$ cat src/rtl/branch_pkg.sv
// Shared encodings for the sequential branch comparator: funct3 codes, FSM states
// and small funct3 decode helpers.
package branch_pkg;

    localparam logic [2:0] BEQ  = 3'b000;
    localparam logic [2:0] BNE  = 3'b001;
    localparam logic [2:0] BLT  = 3'b100;
    localparam logic [2:0] BGE  = 3'b101;
    localparam logic [2:0] BLTU = 3'b110;
    localparam logic [2:0] BGEU = 3'b111;

    typedef enum logic [1:0] {
        IDLE,
        SCAN,
        DONE
    } state_t;

    function automatic logic is_illegal(input logic [2:0] f3);
        return f3[2:1] == 2'b01;
    endfunction

    function automatic logic is_signed(input logic [2:0] f3);
        return f3[2:1] == 2'b10;
    endfunction

endpackage

$ cat src/rtl/cmp_slice.sv
// Combinational unsigned comparison of one operand slice.
module cmp_slice #(
    parameter int unsigned W = 8
) (
    input  logic [W-1:0] a,
    input  logic [W-1:0] b,
    output logic         ne,
    output logic         lt
);

    assign ne = (a != b);
    assign lt = (a < b);

endmodule

$ cat src/rtl/branch_cmp_seq.sv
// Multi-cycle branch-condition evaluator: scans the operands one slice per cycle,
// MSB slice first, and resolves the funct3 branch type with valid/ready handshakes.
module branch_cmp_seq
    import branch_pkg::*;
#(
    parameter int unsigned XLEN       = 32,
    parameter int unsigned SLICE      = 8,
    parameter bit          EARLY_EXIT = 1'b1
) (
    input  logic            clk,
    input  logic            rst_n,
    input  logic            in_valid,
    output logic            in_ready,
    input  logic [XLEN-1:0] r1,
    input  logic [XLEN-1:0] r2,
    input  logic [2:0]      funct3,
    input  logic            flush,
    output logic            out_valid,
    input  logic            out_ready,
    output logic            taken,
    output logic            illegal
);

    localparam int unsigned NSLICE = XLEN / SLICE;
    localparam int unsigned IDXW   = (NSLICE > 1) ? $clog2(NSLICE) : 1;
    localparam logic [IDXW-1:0] IDX_TOP = IDXW'(NSLICE - 1);

    state_t            r_state;
    logic [XLEN-1:0]   r_a, r_b;
    logic [2:0]        r_f3;
    logic [IDXW-1:0]   r_idx;
    logic              r_diff, r_lt;
    logic              r_out_valid, r_taken, r_illegal;

    logic [XLEN-1:0]   w_flip;
    logic [SLICE-1:0]  w_sa, w_sb;
    logic              w_ne, w_lt;
    logic              w_diff_new, w_lt_new, w_last, w_taken;

    // Flipping the sign bit of both operands turns a signed compare into an unsigned one.
    assign w_flip = is_signed(funct3) ? {1'b1, {(XLEN-1){1'b0}}} : '0;

    assign w_sa = r_a[int'(r_idx) * SLICE +: SLICE];
    assign w_sb = r_b[int'(r_idx) * SLICE +: SLICE];

    cmp_slice #(
        .W (SLICE)
    ) u_cmp_slice (
        .a  (w_sa),
        .b  (w_sb),
        .ne (w_ne),
        .lt (w_lt)
    );

    // Only the first (most significant) differing slice decides the ordering.
    assign w_diff_new = r_diff | w_ne;
    assign w_lt_new   = r_diff ? r_lt : w_lt;
    assign w_last     = (w_ne && EARLY_EXIT) || (r_idx == '0);

    always_comb begin
        w_taken = 1'b0;
        case (r_f3)
            BEQ:        w_taken = !w_diff_new;
            BNE:        w_taken = w_diff_new;
            BLT, BLTU:  w_taken = w_diff_new && w_lt_new;
            BGE, BGEU:  w_taken = !(w_diff_new && w_lt_new);
            default:    w_taken = 1'b0;
        endcase
    end

    always_ff @(posedge clk) begin
        if (!rst_n) begin
            r_state     <= IDLE;
            r_a         <= '0;
            r_b         <= '0;
            r_f3        <= '0;
            r_idx       <= IDX_TOP;
            r_diff      <= 1'b0;
            r_lt        <= 1'b0;
            r_out_valid <= 1'b0;
            r_taken     <= 1'b0;
            r_illegal   <= 1'b0;
        end else if (flush) begin
            r_state     <= IDLE;
            r_out_valid <= 1'b0;
            r_taken     <= 1'b0;
            r_illegal   <= 1'b0;
        end else begin
            unique case (r_state)
                IDLE: begin
                    if (in_valid) begin
                        r_a    <= r1 ^ w_flip;
                        r_b    <= r2 ^ w_flip;
                        r_f3   <= funct3;
                        r_idx  <= IDX_TOP;
                        r_diff <= 1'b0;
                        r_lt   <= 1'b0;
                        if (is_illegal(funct3)) begin
                            r_state   <= DONE;
                            r_illegal <= 1'b1;
                            r_taken   <= 1'b0;
                        end else begin
                            r_state <= SCAN;
                        end
                    end
                end
                SCAN: begin
                    r_diff <= w_diff_new;
                    r_lt   <= w_lt_new;
                    if (w_last) begin
                        r_state     <= DONE;
                        r_out_valid <= 1'b1;
                        r_taken     <= w_taken;
                        r_illegal   <= 1'b0;
                    end else begin
                        r_idx <= r_idx - IDXW'(1);
                    end
                end
                DONE: begin
                    // Illegal requests enter DONE straight from IDLE; valid follows a cycle later.
                    if (!r_out_valid) begin
                        r_out_valid <= 1'b1;
                    end else if (out_ready) begin
                        r_state     <= IDLE;
                        r_out_valid <= 1'b0;
                    end
                end
                default: r_state <= IDLE;
            endcase
        end
    end

    assign in_ready  = rst_n && (r_state == IDLE);
    assign out_valid = r_out_valid;
    assign taken     = r_taken;
    assign illegal   = r_illegal;

endmodule

$ cat config.mk
export PLATFORM = sky130hd
export DESIGN_NAME = branch_cmp_seq
export DESIGN_NICKNAME = d
export VERILOG_FILES = /design/src/rtl/branch_pkg.sv /design/src/rtl/cmp_slice.sv /design/src/rtl/branch_cmp_seq.sv
export SDC_FILE = /design/constraint.sdc
export NUM_CORES = 1
export LEC_CHECK = 0
export CAP_MARGIN = 15
export CORE_MARGIN = 2
export CORE_UTILIZATION = 51
export CTS_BUF_LIST = sky130_fd_sc_hd__clkbuf_16
export DETAILED_ROUTE_END_ITERATION = 6
export GPL_TIMING_DRIVEN = 0
export PLACE_DENSITY_LB_ADDON = 0.08
export SLEW_MARGIN = 0
export SYNTH_ARGS = -nofsm -noshare
export SYNTH_HDL_FRONTEND = slang
export SYNTH_SLANG_ARGS = --single-unit
$ cat constraint.sdc
create_clock -name clk -period 3.3 [get_ports clk]
set_input_delay 0.825 -clock clk [delete_from_list [all_inputs] [get_ports clk]]
set_output_delay 0.825 -clock clk [all_outputs]
set_load 0.05 [all_outputs]
# Yosys cells after proc, flatten, opt, wreduce, memory -nomap -nowiden

Cells that the tools add are included.

Flip-flop bits (word level): 76

$add $sub $neg: 1
Magnitude comparators: 1
Equality and inequality tests: 16
Shift-type cells: 2
Multiplexer cells: 27
Bitwise logic cells: 5
Reductions and logical operators: 19

Operator list:

| kind                                          | count |
|---|---|
| variable part select 32 x 6 -> 8 bit          | 2 |
| bitwise XOR 32 bit                            | 2 |
| 2-to-1 mux 32 bit                             | 1 |
| 2-to-1 mux 2 bit                              | 7 |
| == test 3 bit, second input constant          | 4 |
| != test 2 bit, second input constant          | 6 |
| AND reduction 4 bit                           | 3 |
| 2-to-1 mux 1 bit                              | 11 |
| one-hot mux 1 bit (2 select lines)            | 5 |
| < comparator 8 bit                            | 1 |
| != test 8 bit                                 | 1 |
| one-hot mux 2 bit (3 select lines)            | 1 |
| AND reduction 3 bit                           | 2 |
| OR reduction 2 bit                            | 3 |
| == test 2 x 1 -> 1 bit, second input constant | 2 |
| == test 2 bit, second input constant          | 2 |
| logical NOT 2 bit                             | 2 |
| one-hot mux 1 bit (4 select lines)            | 1 |
| one-hot mux 2 bit (2 select lines)            | 1 |
| nonzero test 2 bit                            | 2 |
| == test 3 x 1 -> 1 bit, second input constant | 1 |
| logical NOT 3 bit                             | 1 |
| logical AND 1 bit                             | 2 |
| logical NOT 1 bit                             | 2 |
| other kinds (5)                               | 6 |

# Longest topological paths before layout

Gate-level depths: netlist of the first run.

Word-level depth: 8
Gate-level depth with buffers: 10

# Cells and area by module

Synthesis of the first run repeated with hierarchy kept, for this count alone.

Cells, all modules: 410
Area, all modules: 3,748.6 um2

Modules (own cells, without submodules):

| module         | instances | cells an instance | area an instance (um2) | seq. area each (um2) |
|---|---|---|---|---|
| branch_cmp_seq | 1         | 383               | 3,535.9                | 1,521.5 |
| cmp_slice      | 1         | 27                | 212.7                  | 0.0 |

# Worst setup path before layout of the first run

OpenSTA, ideal clock, no wires.

Path kind: input port to output port
From: input rst_n
To: output in_ready
Arrival: 1,755 ps
Required time: 2,475 ps
Slack: 720 ps
Cell stages on the path: 3
Path through: clkbuf_1 > clkbuf_1 > and2_1

Cells in the longest elaborated chain, start to end: 1

RTL lines:

| element           | line                  | source |
|---|---|---|
| from (decl)       | branch_cmp_seq.sv:11  | `input logic rst_n,` |
| logical AND 1 bit | branch_cmp_seq.sv:133 | `assign in_ready = rst_n && (r_state == IDLE);` |
| to (decl)         | branch_cmp_seq.sv:13  | `output logic in_ready,` |

No other way between the ends.

# Worst setup path in the final report of the first run

Ends and elaborated chain as after synthesis.

==> results.toml, run 1 <==
[route]
drt-total-wl_um = 9510
drt_iter0_markers = 172
post_drt_wl_per_cell_um = 15.6
dr_total_vias = 3242
drc = 0
final_antenna_net_count = 0
drtPass1Iterations = 4
avgViaCountPerCell = 5.33

[layout]
area_growth_pct = 31.1
nets = 588
diodes = 0
fillers = 583
drive_gt1_share_pct = 10.8

[sta]
slew_headroom_pct = 52.6
fmax_mhz = 334
grt_setup_unrepaired = "no"
finalSetupViolCount = 0
holdWs_ps = 450
fin_skew_ps = 9.22
setup_ws_ps = 310
setup_tns_ps = 0
finalMaxSlewViolations = 0
worstMarginPinSlew_ps = 711
hold_viol = 0
finalCriticalPeriod_ps = 2990
period_share_pct = 90.6

[synth]
synth.distinct_cells = 49
synth_edf_count = 0
ys_ff_latch = 76
async_flop_share_pct = 0
synth_ff_type = "dfxtp_1"
synth_area_mm2 = 0.00373
syn_nets = 504
syn_area_per_cell_um2 = 8.89
ys_warn_count = 0
ys_seq_area_share_pct = 40.8
synthCells = 420

[grt]
grt_pass1_wl_um = 15000
antenna_found_initial = 0
grt_overflow = 0
grt_max_degree = 15
groute.usage.overall_pct = 25.6
grt_pass1_vias = 3065

[worst_setup_path]
r2r_slack_ps = 580
worst_setup_path_start_kind = "input pin"
worstPathRequired_ps = 2470
ff2ff_path_depth = 9
worstPathMaxFanout = 19
worstReg2RegStart = "r_idx[0]$_SDFFE_PN1P_"
rr_endpoint = "r_idx[0]$_SDFFE_PN1P_"
worstSetupPathType = "in -> out"
worst_ep_arrival_time_ps = 2160
cp-end-kind = "primary output"

[cts]
clockBufferDepth = 2
insertion_delay_ps = 340
cts.htree.levels = 3
cts_sinks = 76
cts_tree = "done"
cts-buffers-inserted = 9
cts-root-buf = "clkbuf_16"
clk_pin_slew_ps = 60

[placed_design]
dpl_worst_slack_ps = -152
place_congestion = 0.859
port_buffers = 74
hpwlAfterDp_um = 7110

[pwr]
power.leakage_nw = 1.87
ir_drop_uv = 250
power_density_mw_per_mm2 = 477
total_power_mw = 2.34

[min_path]
hp-start = "r_b[23]$_SDFFE_PN0P_"
hold_depth = 2
holdCritPathClass = "reg -> reg"
whs_endpoint = "r_b[23]$_SDFFE_PN0P_"

[floorplanning]
fp.dieH_um = 89.5
initial_core_util_pct = 52.0
fp.dieW_um = 89.5
rows = 31
core_area_mm2 = 0.00718
io_pins = 76
fp.dieArea_mm2 = 0.00802

[flow_run]
drv_cap = 0

[outcome]
status = "complete, no violations"
==> flip-flops by register name, summed over array words and instances, names as in the netlist <==
name       flops
r_a           32
r_lt           1
r_idx          2
r_state        2
out_valid      1
r_f3           3
r_b           32
r_diff         1
illegal        1
taken          1
==> through the flow <==
stage / util (%) / instances / instance area (um2)
floorplan: - / 420 / 3730
global placement: 64.1 / 593 / 4600
detailed placement: 64.1 / 593 / 4600
CTS: 68.3 / 609 / 4900
global route: 68.2 / 608 / 4890
finish: 68.2 / 608 / 4890
==> worst max-delay path, cell delays in order <==
cell             delay (ps)
clkbuf_2                350
and2_1                  180
clkdlybuf4s50_1         800
==> cell type report <==
class                      count  area (um2)  share of cell area [%]
multi-input combinational    301        2020                    41.3
sequential                    76        1520                    31.1
timing repair buffer          74         741                    15.1
clock buffer                   9         225                    4.60
buffer                        26         128                    2.61
tap                           99         124                    2.53
clock inverter                 7        75.1                    1.53
inverter                      16        60.1                    1.23
==> cell usage after synthesis, drive strengths merged (2+ instances only) <==
library cell  count  share of area [%]
nand2           139                 14
dfxtp            76                 41
a21boi           66                 13
inv              16                1.6
mux4             16                9.7
buf              15                2.3
clkbuf           12                1.2
ha               12                4.0
a21oi             7               0.94
nor2              6               0.74
o21ai             5               0.67
nand3             4               0.67
nor2b             4               0.67
and3              3               0.50
a211oi            2               0.40
a311oi            2               0.47
and2              2               0.34
and4              2               0.54
nand2b            2               0.34
nand4             2               0.34
nand4b            2               0.47
nor3b             2               0.70
nor4b             2               0.47
o211a             2               0.54
o211ai            2               0.54
o221ai            2               0.47
xnor2             2               0.47
==> where the power goes <==
group	internal (mW)	switching, mW	leakage (nW)
Sequential	0.963	0.0271	0.620
Combinational	0.190	0.171	1.11
Clock	0.589	0.397	0.144
==> worst max path at each step <==
stage	from	to	slack (ps)	depth (start not counted)
finish	rst_n	in_ready	310	3
global route	rst_n	in_ready	230	3
CTS	rst_n	in_ready	60	4
detailed placement	rst_n	in_ready	-150	4
global placement	rst_n	in_ready	-190	4
floorplan	rst_n	in_ready	720	3
==> routing by layer <==
metal | vias to the layer above | part of all wire [%] | global-route usage [%] | routed length (um)
li1 | 1608 | - | - | -
met1 | 1529 | 44 | 32.9 | 4220
met2 | 90 | 49 | 43.2 | 4640
met3 | 15 | 5.4 | 5.72 | 518
met4 | 0 | 1.3 | 7.06 | 125
met5 | - | 0 | 0 | 0
==> cell usage in the layout (no fill, tap or decap), drive strengths merged, types with 2 or more instances in the layout <==
cell	count
a311oi	2
dfxtp	76
o211ai	2
xnor2	2
nand3	4
clkinvlp	2
nor3b	2
and4	2
inv	19
clkbuf	20
a211oi	2
clkdlybuf4s50	74
nor4b	2
and2	2
mux4	16
nand2b	2
nor2	6
o221ai	2
nand2	139
nor2b	4
o211a	2
a21boi	66
and3	3
a21oi	7
buf	15
nand4b	2
o21ai	5
nand4	2
ha	12
==> what timing repair did <==
item,in CTS,in global routing
endpoints found under the setup margin,1,1
resized for setup,1,0
hold buffers,0,0
setup buffers,0,0
==> logic make-up after synthesis <==
group           Yosys count  synth area share [%]
compound gates           95                  18.9
xor+xnor                  2                 0.469
fa+ha+maj                12                  4.02
buf+inv                  43                  5.10
flops                    76                  40.8
mux                      18                  10.2
simple gates            174                  20.5
Power figures use the tool's default switching activity.
==> run 2, diff against run 1 <==
--- a/config.mk
+++ b/config.mk
@@ -5,6 +5,7 @@
 export SDC_FILE = /design/constraint.sdc
 export NUM_CORES = 1
 export LEC_CHECK = 0
+export ABC_AREA = 1
 export CAP_MARGIN = 15
 export CORE_MARGIN = 2
 export CORE_UTILIZATION = 51
==> run 2 against run 1 <==
Against the previous run:
- register-to-register slack worse by 120 ps
- flip-flop and latch count unchanged
- final cell count up 10%
- total power is 12% higher
- die area decreased by 5.5%
- cell area decreased by 4.5%
- clock power grew 8%
- critical path depth rose by 2
- largest power group is now clock
- highest routed layer unchanged
==> results.toml, run 2 <==
[worst_setup_path]
worst_setup_path_start_kind = "input pin"
worstSetupPathType = "in -> out"
critical_path.startpoint = "rst_n"
ff2ff_path_depth = 15
cp-end-kind = "primary output"
worst-path-buf-inv = 4
crit_top_cell = "clkbuf_1"
path_cells = "clkbuf_1, clkbuf_1, nand2_1, inv_1, dlygate4sd2_1"
worst_ep_arrival_time_ps = 2260
worst_path_largest_cell_delay_ps = 540
worstPathMaxFanout = 10
worstReg2RegStart = "r_idx[0]$_SDFFE_PN1P_"
rr_endpoint = "taken$_SDFFE_PP0P_"
cp_top_family = "buffers and inverters"
r2r_slack_ps = 460
cp_slowest_cell = "dlygate4sd2_1"
worstPathRequired_ps = 2470

[layout]
fin_util_pct = 69.6
final_common_cell = "nor2_1"
layoutNonFillerInstCount = 670
final_cell_mix = "151 x nor2_1, 87 x o21ai_0, 76 x dfxtp_1, 73 x clkdlybuf4s50_1, 57 x nand2_1"
area_growth_pct = 32.9
diodes = 0
nets = 669
fillers = 593
drive_gt1_share_pct = 4.41
reg_top3 = "r_a: 32 flops, r_b: 32 flops, r_f3: 3 flops"

[route]
avgViaCountPerCell = 5.28
dr_total_vias = 3537
drtPass1Iterations = 5
final_antenna_net_count = 0
drc = 0
drt-total-wl_um = 9460
post_drt_wl_per_cell_um = 14.1
drt_iter0_markers = 207

[synth]
async_flop_share_pct = 0
yosysTopAreaCell = "dfxtp_1"
synth.distinct_cells = 24
synthTopCellsByArea = "dfxtp_1 43%, nor2_1 16%, o21ai_0 12%"
synth_area_mm2 = 0.00352
synth_ff_type = "dfxtp_1"
yosysMostFrequentCell = "nor2_1"
synth_edf_count = 0
synthCells = 500
yosys.area.top_type_share_pct = 43.3
ys_seq_area_share_pct = 43.3
ys_ff_latch = 76
syn_nets = 584
yosys-top-cells-count = "151 x nor2_1, 87 x o21ai_0, 76 x dfxtp_1"
ys_warn_count = 0
syn_area_per_cell_um2 = 7.03

[sta]
period_share_pct = 93.4
fmax_mhz = 325
slew_headroom_pct = 66.0
setup_ws_ps = 218
hold_viol = 0
finalMaxSlewViolations = 0
grt_setup_unrepaired = "no"
worstMarginPinSlew_ps = 511
finalSetupViolCount = 0
finalCriticalPeriod_ps = 3080
holdWs_ps = 461
setup_tns_ps = 0
fin_skew_ps = 8.17

[outcome]
status = "complete, no violations"

[min_path]
holdCritPathClass = "reg -> reg"
hp-start = "taken$_SDFFE_PP0P_"
hold_depth = 2
whs_endpoint = "taken$_SDFFE_PP0P_"

[floorplanning]
io_pins = 76
fp.dieArea_mm2 = 0.00757
rows = 30
fp.dieH_um = 87.0
core_area_mm2 = 0.00672
fp.dieW_um = 87.0
initial_core_util_pct = 52.3

[cts]
cts_sinks = 76
postCtsSetupBuffers = 0
cts-buffers-inserted = 9
cts-root-buf = "clkbuf_16"
clk_pin_slew_ps = 60
cts.htree.levels = 3
cts_tree = "done"
clockBufferDepth = 2
insertion_delay_ps = 350

[placed_design]
place_congestion = 0.848
dpl_worst_slack_ps = -46.5
hpwlAfterDp_um = 6810
dp_cells = 654
port_buffers = 74

[grt]
grt_pass1_wl_um = 15500
grt_overflow = 0
grt_max_degree = 14
antenna_found_initial = 0
groute.usage.overall_pct = 26.5
grt_pass1_vias = 3371

[pwr]
power_density_mw_per_mm2 = 562
power.leakage_nw = 2.00
ir_drop_uv = 432

[flow_run]
drv_cap = 0
==> run 2: report_power, final <==
part | internal, mW | switching [mW]
Combinational | 0.231 | 0.299
Sequential | 0.992 | 0.0466
Clock | 0.660 | 0.396
==> run 2: tightest hold or removal path, stage by stage, from the launching register on <==
cell and delay, ps:
dfxtp_1 310, nand2_1 60, a21oi_1 50
==> run 2: repair_timing <==
item,in CTS,in global routing
hold buffers,0,0
gates resized for setup,1,0
endpoints found under the setup margin,1,0
==> run 2: per-stage QoR <==
stage | total power, mW | cell area (um2)
floorplan | 1.38 | 3520
global placement | 1.57 | 4360
detailed placement | 1.58 | 4360
CTS | 2.63 | 4670
global route | 2.74 | 4670
finish | 2.63 | 4670
==> run 2: layout make-up <==
type / count / area, um2 / area share, %
Sequential cell: 76 / 1520 / 32.6
Buffer: 31 / 149 / 3.19
Clock buffer: 9 / 225 / 4.82
Tap cell: 80 / 100 / 2.14
Inverter: 26 / 97.6 / 2.09
Clock inverter: 7 / 92.6 / 1.98
Multi-Input combinational cell: 367 / 1750 / 37.4
Timing Repair Buffer: 74 / 739 / 15.8
==> run 2: layer usage <==
layer | global-route usage (%) | part of all wire, % | wire length, um | up-vias
met5 | 0 | 0 | 0 | -
met3 | 7.20 | 6.4 | 606 | 35
li1 | - | - | - | 1806
met1 | 31.4 | 43 | 4060 | 1575
met4 | 12.1 | 3.8 | 355 | 0
met2 | 44.7 | 47 | 4430 | 121
==> run 2: cells by family (layout without fill, tap and decap cells) <==
kind of cell / after synthesis / after routing / share of synthesized area (%)
XOR/XNOR: 2 / 2 / 0.498
AO/OA/AOI/OAI: 135 / 135 / 20.9
AND/OR/NAND/NOR: 218 / 218 / 24.0
adder cells (fa/ha/maj): 12 / 12 / 4.27
buffers and inverters: 57 / 147 / 7.01
flip-flops: 76 / 76 / 43.3
==> run 2: worst max path at each step <==
stage	to	slack (ps)	depth (start not counted)
2_1_floorplan	in_ready	800	4
3_3_place_gp	in_ready	-30	5
3_5_place_dp	in_ready	-50	5
4_1_cts	in_ready	200	5
5_1_grt	in_ready	70	5
6_report	in_ready	220	5
